`config.mk`:
```
export PLATFORM = sky130hd
export DESIGN_NAME = frame_bank_arbiter
export DESIGN_NICKNAME = d
export VERILOG_FILES = /design/src/rtl/frame_bank_arbiter.sv
export SDC_FILE = /design/constraint.sdc
export NUM_CORES = 1
export LEC_CHECK = 0
export CAP_MARGIN = 20
export CORE_AREA = 10 10 210 212
export DETAILED_ROUTE_END_ITERATION = 12
export DIE_AREA = 0 0 220 222
export PLACE_DENSITY = 0.9
export SLEW_MARGIN = 40
export SYNTH_ARGS = -nofsm -noshare
export SYNTH_HDL_FRONTEND = slang
export SYNTH_SLANG_ARGS = --single-unit
```
`constraint.sdc`:
```
create_clock -name clock -period 8.3 [get_ports clock]
set_clock_uncertainty 0.2 [all_clocks]
set_input_delay 2.49 -clock clock [delete_from_list [all_inputs] [get_ports clock]]
set_output_delay 2.49 -clock clock [all_outputs]
set_load 0.005 [all_outputs]
```
`src/rtl/frame_bank_arbiter.sv`:
```
// frame_bank_arbiter: N clients share two frame banks through per-bank round-robin arbiters.
// Capture and display bank roles swap on each frame_flag rise.
module frame_bank_arbiter #(
    parameter int NUM_CLIENTS = 4,
    parameter int ADDR_W = 19,
    parameter int DATA_W = 36,
    parameter int READ_LATENCY = 2,
    parameter logic [NUM_CLIENTS-1:0] CAPTURE_MASK = 'b0011
) (
    input  logic clock,
    input  logic reset,
    input  logic frame_flag,
    input  logic [NUM_CLIENTS-1:0] req,
    input  logic [NUM_CLIENTS-1:0] wr,
    input  logic [NUM_CLIENTS*ADDR_W-1:0] addr,
    input  logic [NUM_CLIENTS*DATA_W-1:0] wdata,
    output logic [NUM_CLIENTS-1:0] ack,
    output logic [NUM_CLIENTS-1:0] rvalid,
    output logic [NUM_CLIENTS*DATA_W-1:0] rdata,
    output logic capture_bank,
    output logic [ADDR_W-1:0] mem0_addr,
    output logic [ADDR_W-1:0] mem1_addr,
    output logic [DATA_W-1:0] mem0_write,
    output logic [DATA_W-1:0] mem1_write,
    output logic mem0_wr,
    output logic mem1_wr,
    input  logic [DATA_W-1:0] mem0_read,
    input  logic [DATA_W-1:0] mem1_read
);
    localparam int IW = $clog2(NUM_CLIENTS);
    localparam int L = READ_LATENCY;
    logic frame_q;
    logic [1:0] hit;
    logic [1:0] mwr;
    logic [IW-1:0] last [2];
    logic [IW-1:0] gid [2];
    logic [NUM_CLIENTS-1:0] cand [2];
    logic [ADDR_W-1:0] ma [2];
    logic [DATA_W-1:0] mw [2];
    logic [DATA_W-1:0] mr [2];
    logic [L:0] pv [2];
    logic [IW-1:0] pid [2][L+1];
    assign mem0_addr = ma[0];
    assign mem1_addr = ma[1];
    assign mem0_write = mw[0];
    assign mem1_write = mw[1];
    assign mem0_wr = mwr[0];
    assign mem1_wr = mwr[1];
    assign mr[0] = mem0_read;
    assign mr[1] = mem1_read;
    always_comb begin
        for (int b = 0; b < 2; b++)
            for (int i = 0; i < NUM_CLIENTS; i++)
                cand[b][i] = req[i] & ((CAPTURE_MASK[i] ? capture_bank : ~capture_bank) == 1'(b));
    end
    // Scan offsets from farthest to nearest so the client closest after last_grant wins.
    always_comb begin
        hit = '0;
        ack = '0;
        for (int b = 0; b < 2; b++) begin
            gid[b] = '0;
            for (int k = NUM_CLIENTS; k >= 1; k--)
                if (cand[b][(int'(last[b]) + k) % NUM_CLIENTS]) begin
                    hit[b] = 1'b1;
                    gid[b] = IW'((int'(last[b]) + k) % NUM_CLIENTS);
                end
            if (hit[b] && !reset) ack[gid[b]] = 1'b1;
        end
    end
    always_ff @(posedge clock) begin
        if (reset) begin
            frame_q <= 1'b0;
            capture_bank <= 1'b0;
            rvalid <= '0;
            rdata <= '0;
            for (int b = 0; b < 2; b++) begin
                last[b] <= IW'(NUM_CLIENTS - 1);
                ma[b] <= '0;
                mw[b] <= '0;
                mwr[b] <= 1'b0;
                pv[b] <= '0;
                for (int k = 0; k <= L; k++) pid[b][k] <= '0;
            end
        end else begin
            frame_q <= frame_flag;
            if (frame_flag && !frame_q) capture_bank <= ~capture_bank;
            rvalid <= '0;
            for (int b = 0; b < 2; b++) begin
                mwr[b] <= hit[b] & wr[gid[b]];
                if (hit[b]) begin
                    last[b] <= gid[b];
                    ma[b] <= addr[gid[b]*ADDR_W +: ADDR_W];
                    mw[b] <= wdata[gid[b]*DATA_W +: DATA_W];
                end
                // Read tags travel with the bank, so a role swap never redirects in-flight data.
                pv[b] <= {pv[b][L-1:0], hit[b] & ~wr[gid[b]]};
                pid[b][0] <= gid[b];
                for (int k = 1; k <= L; k++) pid[b][k] <= pid[b][k-1];
                if (pv[b][L]) begin
                    rvalid[pid[b][L]] <= 1'b1;
                    rdata[pid[b][L]*DATA_W +: DATA_W] <= mr[b];
                end
            end
        end
    end
endmodule

```
## Yosys cells after proc, flatten, opt, wreduce, memory -nomap -nowiden

Memories as Yosys holds them, arrays and structs flattened.
Index checks and enable logic that the tools add are counted.

- Register bits: 152
- RAM bits: 132
- Input bits: 303
- Output and inout port bits: 265
- Logic and storage cells: 191
- Memories kept: 5

- $add $sub $neg: 10
- $mul: 6
- $lt $le $gt $ge: 16
- Shifts and indexed selects: 8
- Multiplexer cells: 85
- Bitwise logic cells: 39
- Reduce and logical (&&, ||, !) cells: 17

Memory list:

| name | words | width | rd ports | clocked after Yosys merged registers in | write ports | RTL line | RTL |
|---|---|---|---|---|---|---|---|
| mw | 2 | 36 | 2 | 0 | 2 | 39 | `logic [DATA_W-1:0] mw [2];` |
| ma | 2 | 19 | 2 | 0 | 2 | 38 | `logic [ADDR_W-1:0] ma [2];` |
| pid | 2 | 6 | 2 | 0 | 2 | 42 | `logic [IW-1:0] pid [2][L+1];` |
| pv | 2 | 3 | 2 | 0 | 2 | 41 | `logic [L:0] pv [2];` |
| last | 2 | 2 | 2 | 0 | 2 | 35 | `logic [IW-1:0] last [2];` |

Operators by type and width:

| cell | number |
|---|---|
| 144-bit two-way mux | 3 |
| 144-bit bitwise mux | 2 |
| 36-bit by 34-bit variable shift with 144-bit output (first input constant) | 2 |
| 144-bit by 9-bit variable part select with 36-bit output | 2 |
| 36-bit by 34-bit variable part select with 144-bit output | 2 |
| 76-bit by 8-bit variable part select with 19-bit output | 2 |
| 36-bit two-way mux | 2 |
| 8-bit negator with 34-bit output | 2 |
| 1-bit two-way mux | 39 |
| 19-bit two-way mux | 2 |
| 3-bit by 4-bit < comparator with 1-bit output (second input constant) | 8 |
| 2-bit two-way mux | 16 |
| 2-bit by 4-bit multiplier with 6-bit output (second input constant) | 4 |
| 1-bit binary-select mux with 2-bit select | 10 |
| 4-bit two-way mux | 5 |
| 2-bit OR reduction | 8 |
| 2-bit by 5-bit multiplier with 7-bit output (second input constant) | 2 |
| 1-bit OR | 14 |
| 1-bit AND | 12 |
| 2-bit by 3-bit < comparator with 1-bit output (second input constant) | 4 |
| 2-bit by 1-bit adder with 2-bit output (second input constant) | 4 |
| 2-bit adder (second input constant) | 4 |
| 1-bit AND (first input constant) | 8 |
| 1-bit demux with 2-bit select | 4 |
| 6 further kinds | 20 |

## Depth between registers and ports, before layout

Gate-level depths: netlist of run 1.
An unclocked memory read counts as a cell.

- Word-level depth: 18
- Mapped depth: 13
- Mapped depth without buffers: 8

## Worst setup path after synthesis of run 1

Ideal clock, no wire load.

- Path type: in2out
- Start: input port req[0]
- End: output port ack[1]
- Data arrival time: 3917 ps
- Required time: 5610 ps
- Slack: 1693 ps
- Stages: 10
- Path buffers: 5
- Cell sequence: clkbuf_2 -> a21bo_1 -> a31oi_1 -> or2_1 -> buf_2 -> mux2_2 -> buf_6 -> buf_6 -> buf_6 -> o22ai_1

- Longest elaborated chain between the ends: 15
- Elaborated cells between the ends (all ways): 57
- Classes of those cells: order compare: 4; mux: 46; bitwise: 3; reduce/logical: 4

Ends and longest elaborated chain:

| what | RTL line | RTL |
|---|---|---|
| from (decl) | 13 | `input logic [NUM_CLIENTS-1:0] req,` |
| 1-bit AND | 54 | `cand[b][i] = req[i] & ((CAPTURE_MASK[i] ? capture_bank : ~capture_bank) == 1'(b));` |
| 1-bit binary-select mux with 2-bit select | 63 | `if (cand[b][(int'(last[b]) + k) % NUM_CLIENTS]) begin` |
| 1-bit two-way mux (not written as such) (2 in series) | 63 |  |
| 2-bit two-way mux (4 in series) | 63 |  |
| 2-bit by 3-bit < comparator with 1-bit output (not written as such) / 2-bit by 1-bit greater-or-equal comparator with 1-bit output (equally long branches) | 67 | `if (hit[b] && !reset) ack[gid[b]] = 1'b1;` |
| 1-bit logical AND (not written as such) | 67 |  |
| 1-bit two-way mux (not written as such) | 67 |  |
| 1-bit demux with 2-bit select | 67 |  |
| 4-bit two-way mux | 67 |  |
| 4-bit OR (no line) | n/a |  |
| 4-bit two-way mux (*) | 67 |  |
| to (decl) | 17 | `output logic [NUM_CLIENTS-1:0] ack,` |

Every way passes the cells marked *; elsewhere a longest branch is shown, timed or not. The select of a mux whose other input is x is not followed.

## Worst setup path in the final report of run 1

- Start: input port req[2]
- End: output port ack[3]

The elaborated chain is that of the path after synthesis.

==> impl_metrics.json, run 1 <==
{
  "status": "completed",
  "ys_top_cells_by_area": "edfxtp_1 (19%), dfxtp_1 (19%), mux2i_1 (10%), a22oi_1 (4.9%), a21oi_1 (4.6%)",
  "core_area_um2": 39600,
  "via_count": 19900,
  "clkLatencyLatePin_ns": 0.55,
  "p_total_uw": 4720,
  "synth_edf_count": 114,
  "grt_pass1_wl_um": 140000,
  "cp_top_family": "buffers and inverters",
  "drv_slew": 0,
  "r2r_start": "pid[1][0]",
  "syn_inst": 1908,
  "final_cell_mix": "clkdlybuf4s50_1 (566), mux2i_1 (177), dfxtp_1 (168)",
  "gp_congestion": 1.06,
  "yosysUniqueCellTypes": 74,
  "hold_viol": 0,
  "switchingPower_uw": 1500,
  "ys_ff_latch": 284,
  "cts.repair.resized": 0,
  "ys.flop_type": "dfxtp_1",
  "numClockSinks": 284,
  "switching_share_pct": 31.7,
  "min-delay-path-class": "reg -> reg",
  "synth_top_area_share_pct": 19.2,
  "final_common_cell": "clkdlybuf4s50_1",
  "peakVddDrop_mv": 0.151,
  "cp_slowest_stage_delay_ns": 0.59,
  "worst_path_max_delay_cell": "clkdlybuf4s50_1",
  "hold_buffers": 0,
  "power_density_nw_per_um2": 189,
  "clock.fmax_ghz": 0.132,
  "seq_power_share_pct": 36.0,
  "max_cap_violations": 0,
  "post_cts_buffers": 0,
  "worstHoldEndpoint": "pid[0][0]",
  "routed_wl_um": 101000,
  "htree_levels": 2,
  "cts_tree": "built",
  "worstReg2RegEnd": "rdata[53]",
  "syn_area_um2": 17800,
  "path_class": "in -> out",
  "drt-initial-drc-count": 2648,
  "startpoint": "req[2]",
  "vias_per_cell": 6.74,
  "period_needed_ns": 7.56,
  "rows": 73,
  "io_buffers": 567,
  "die_y_um": 222,
  "grt_max_degree": 74,
  "place_ws_ns": 0.774,
  "clockBufferDepth": 3,
  "syn_avg_cell_area_um2": 9.33,
  "crit_required_ns": 5.61,
  "drive_above_1_share_pct": 10.5,
  "layout_setup_ws_ns": 0.742,
  "nets": 2674,
  "antenna_found_initial": 41,
  "die_area_um2": 48800,
  "cts_buffers": 35,
  "cts_root_buf": "clkbuf_16",
  "r2r_slack_ns": 3.64,
  "whs_path_depth": 1,
  "grt_use_total_pct": 39.0,
  "min_from": "pid[0][2]",
  "synth_fp_nets": 2224,
  "ant_nets": 0,
  "num_io_pins": 568,
  "routedWlPerCell_um": 34.3,
  "dr.pass1.iters": 8,
  "die_w_um": 220,
  "cpMostUsedCell": "clkdlybuf4s50_1",
  "synth_top_area_cell": "edfxtp_1",
  "dp_hpwl_um": 76400,
  "drc_errors": 0,
  "p_clk_share_pct": 33.5,
  "grt_remaining_overflow": 0,
  "p_int_uw": 3230,
  "worstMarginPinSlew_ns": 1.03,
  "arrival_ns": 4.87,
  "crit_path_start_kind": "primary input",
  "clk_pin_slew_worst_paths_ns": 0.06,
  "rsz0062_at_grt": "false",
  "p_leak_uw": 0.00861,
  "combPwrFrac_pct": 30.5,
  "cp-end-kind": "output pin",
  "initial_utilization_pct": 44.9,
  "fin_crit_sh_pct": 91.1,
  "area_growth_pct": 40.1,
  "crit_buf_inv": 2,
  "ff2ff_path_depth": 9,
  "slew_headroom_pct": 31.1,
  "ys_seq_area_share_pct": 38.3,
  "critPathMaxFanout": 19,
  "synth_warnings": 0,
  "first_global_vias": 19300,
  "setup_viol": 0,
  "async_flop_share_pct": 0,
  "setup_tns_ns": 0,
  "crit_chain": "clkdlybuf4s50_1, a21o_1, a31oi_1, o21ai_0, mux2_4, o22ai_1, clkdlybuf4s50_1"
}
## power by group through the flow
stage	registers, µW	logic [µW]	clock network [µW]
finish	1700	1440	1580
global route	1710	1500	1640
CTS	1700	1400	1580
detailed placement	1720	1390	0
global placement	1720	1370	0
floorplan	1730	641	0
## Yosys cell counts (9+ instances only)
library cell    n
a21o_1          9
nor2b_1        29
nand2_1        96
o21ai_0        78
inv_1          14
a32oi_1         9
o21a_1         13
nand3_1        13
dfxtp_1       170
buf_6          16
o22ai_1        81
buf_2          47
nor2_1        130
a22o_1         11
ha_1           13
buf_1          17
a221oi_1       64
mux2_2         44
a21oi_1       165
a211oi_1       43
nor3_1         84
buf_4           9
nand2b_1       25
a222oi_1       13
clkbuf_1      107
edfxtp_1      114
a22oi_1       117
mux2i_1       179
a21oi_2        19
a221o_1        10
a221oi_2       38
a31oi_1        13
## layer usage
metal / part of all wire (%) / routed length (µm) / vias to the layer above / GRT usage, %
li1: - / - / 8410 / -
met1: 34 / 34700 / 9590 / 44.0
met2: 45 / 45800 / 1538 / 60.0
met3: 13 / 12900 / 322 / 14.4
met4: 7.3 / 7320 / 14 / 26.8
met5: 0.13 / 135 / - / 0
## cells by family after synthesis
family / synth area share, %
AOI/OAI and AO/OA: 29.8
xor gates and xnor gates: 0.0492
adders and majority gates: 0.914
buffers and inverters: 5.76
DFF: 38.3
muxes: 13.4
and+or+nand+nor: 11.8
## final cells by class
| cell class | instances | area, µm² |
|---|---|---|
| Sequential cell | 284 | 6830 |
| Timing Repair Buffer | 610 | 6030 |
| Tap cell | 525 | 657 |
| Inverter | 19 | 73.8 |
| Fill cell | 3350 | 14700 |
| Clock buffer | 51 | 1010 |
| Clock inverter | 11 | 143 |
| Multi-Input combinational cell | 1408 | 10100 |
| Antenna cell | 39 | 97.6 |
## registers in the layout, summed over array words and instances (netlist names)
name	cells
rdata	144
mw	72
ma	38
pid	12
pv	6
last	4
rvalid	4
mwr	2
capture_bank	1
frame_q	1
## per-stage QoR
step / util (%) / instance area, µm² / cells / hold slack, ns
finish: 62.9 / 24900 / 2947 / 0.241
global route: 62.9 / 24900 / 2942 / 0.248
CTS: 62.6 / 24800 / 2908 / 0.242
detailed placement: 59.7 / 23700 / 2846 / 0.230
global placement: 59.4 / 23500 / 2843 / 0.216
floorplan: - / 17800 / 1908 / 0.214
## worst max path at each step
stage,depth (start not counted),slack (ns),to
6_report,7,0.74,ack[3]
5_1_grt,8,0.60,ack[2]
4_1_cts,7,0.75,ack[3]
3_5_place_dp,7,0.77,ack[3]
3_3_place_gp,8,0.79,ack[0]
2_1_floorplan,10,1.69,ack[1]
No activity file was read; power rests on OpenSTA's default activity.
==> run 2: changes to the inputs <==
--- a/config.mk
+++ b/config.mk
@@ -6,10 +6,12 @@
 export NUM_CORES = 1
 export LEC_CHECK = 0
 export CAP_MARGIN = 20
-export CORE_AREA = 10 10 210 212
+export CELL_PAD_IN_SITES_DETAIL_PLACEMENT = 1
+export CELL_PAD_IN_SITES_GLOBAL_PLACEMENT = 1
+export CORE_AREA = 10 10 228 230
 export DETAILED_ROUTE_END_ITERATION = 12
-export DIE_AREA = 0 0 220 222
-export PLACE_DENSITY = 0.9
+export DIE_AREA = 0 0 238 240
+export PLACE_DENSITY = 0.95
 export SLEW_MARGIN = 40
 export SYNTH_ARGS = -nofsm -noshare
 export SYNTH_HDL_FRONTEND = slang
==> impl_metrics.json, run 2 (synthesized netlist as in run 1, its figures left out) <==
{
  "final_cell_mix": "clkdlybuf4s50_1 (566), mux2i_1 (178), dfxtp_1 (168)",
  "path_class": "in -> out",
  "htree_levels": 2,
  "antenna_found_initial": 25,
  "via_count": 20300,
  "routedWlPerCell_um": 36.6,
  "numClockSinks": 284,
  "status": "completed",
  "worstHoldEndpoint": "pid[1][3]",
  "grt_use_total_pct": 36.6,
  "p_leak_uw": 0.00861,
  "dpl-instance-area_um2": 23700,
  "first_global_vias": 20700,
  "arrival_ns": 4.97,
  "crit_path_start_kind": "primary input",
  "min_from": "pid[1][5]",
  "grt_max_degree": 142,
  "initial_utilization_pct": 37.6,
  "place_inst": 2933,
  "setup_viol": 0,
  "largest_reg_flops": 144,
  "crit_required_ns": 5.61,
  "worstReg2RegEnd": "rdata[45]",
  "final_common_cell": "clkdlybuf4s50_1",
  "hold_ws_ns": 0.236,
  "ant_nets": 0,
  "num_io_pins": 568,
  "power_density_nw_per_um2": 193,
  "cts_tree": "built",
  "cp-end-kind": "output pin",
  "dp_hpwl_um": 82300,
  "gp_congestion": 1.00,
  "min-delay-path-class": "reg -> reg",
  "place_ws_ns": 0.745,
  "peakVddDrop_mv": 0.145,
  "ff2ff_path_depth": 9,
  "r2r_slack_ns": 3.16,
  "die_y_um": 240,
  "fin_crit_sh_pct": 92.3,
  "grt_remaining_overflow": 0,
  "grt_pass1_wl_um": 153000,
  "core_area_um2": 47300,
  "slew_headroom_pct": 35.4,
  "clkLatencyLatePin_ns": 0.58,
  "worstMarginPinSlew_ns": 0.969,
  "routed_wl_um": 111000,
  "drt-initial-drc-count": 2702,
  "die_w_um": 238,
  "drive_above_1_share_pct": 10.4,
  "n_fill_cell": 5229,
  "clk_pin_slew_worst_paths_ns": 0.06,
  "rsz0062_at_grt": "false",
  "vias_per_cell": 6.71,
  "io_buffers": 567,
  "clockBufferDepth": 3,
  "die_area_um2": 57100,
  "rows": 80,
  "whs_path_depth": 1,
  "stdcell_count": 3021,
  "cts.repair.resized": 0,
  "postLayoutCellArea_um2": 25000,
  "layout_setup_ws_ns": 0.636,
  "area_growth_pct": 40.3,
  "cts_root_buf": "clkbuf_16",
  "setup_tns_ns": 0,
  "period_needed_ns": 7.66,
  "nets": 2672,
  "post_cts_buffers": 0,
  "max_cap_violations": 0,
  "drv_slew": 0,
  "hold_buffers": 0,
  "clock.fmax_ghz": 0.130,
  "critPathMaxFanout": 14,
  "cts_buffers": 36,
  "largestRegisters": "rdata: 144 flops, mw: 72 flops, ma: 38 flops",
  "drc_errors": 0,
  "hold_viol": 0,
  "r2r_start": "pid[1][0]",
  "dr.pass1.iters": 7,
  "top_register": "rdata"
}
[run 2: power breakdown]
group	switching, µW	internal [µW]
clock	703	913
combinational	837	649
sequential	77.1	1640
total	1620	3200
[run 2: per-stage QoR]
step,utilization [%],power [µW]
4_1_cts,52.6,4760
3_5_place_dp,50.1,3150
6_report,52.8,4820
5_1_grt,52.7,4940
2_1_floorplan,-,2370
3_3_place_gp,50.0,3110
[run 2: critical path, stage by stage]
cell and delay, ns:
clkdlybuf4s50_1 0.54, a21o_1 0.24, a31oi_1 0.25, or2_1 0.25, mux2_4 0.34, nand2_1 0.08
o21ai_0 0.17, clkdlybuf4s50_1 0.61
[run 2: worst max path at each step]
| stage | endpoint | depth (start not counted) | start |
|---|---|---|---|
| after floorplan | ack[1] | 10 | req[0] |
| final | ack[2] | 8 | req[2] |
| after global routing | ack[2] | 8 | req[2] |
| after CTS | ack[2] | 8 | req[0] |
| after global placement | ack[2] | 8 | req[2] |
| after detailed placement | ack[2] | 8 | req[0] |
[run 2: area by class of cell]
cell class	instances	area [µm²]	area share [%]
diodes	23	57.6	0.230
clock inverters	13	126	0.506
multi-input cells	1408	10100	40.3
inverters	19	73.8	0.296
clock buffers	52	1040	4.17
repair buffers	607	6010	24.1
flip-flops and latches	284	6830	27.3
well taps	615	769	3.08
[run 2: routing by layer]
layer	part of all wire, %	global-route usage (%)	routed length, µm	up-vias
li1	-	-	-	8395
met1	35	39.9	38300	10000
met2	46	58.9	50700	1461
met3	12	13.5	13300	361
met4	7.4	25.1	8230	12
met5	0.066	0	73	-
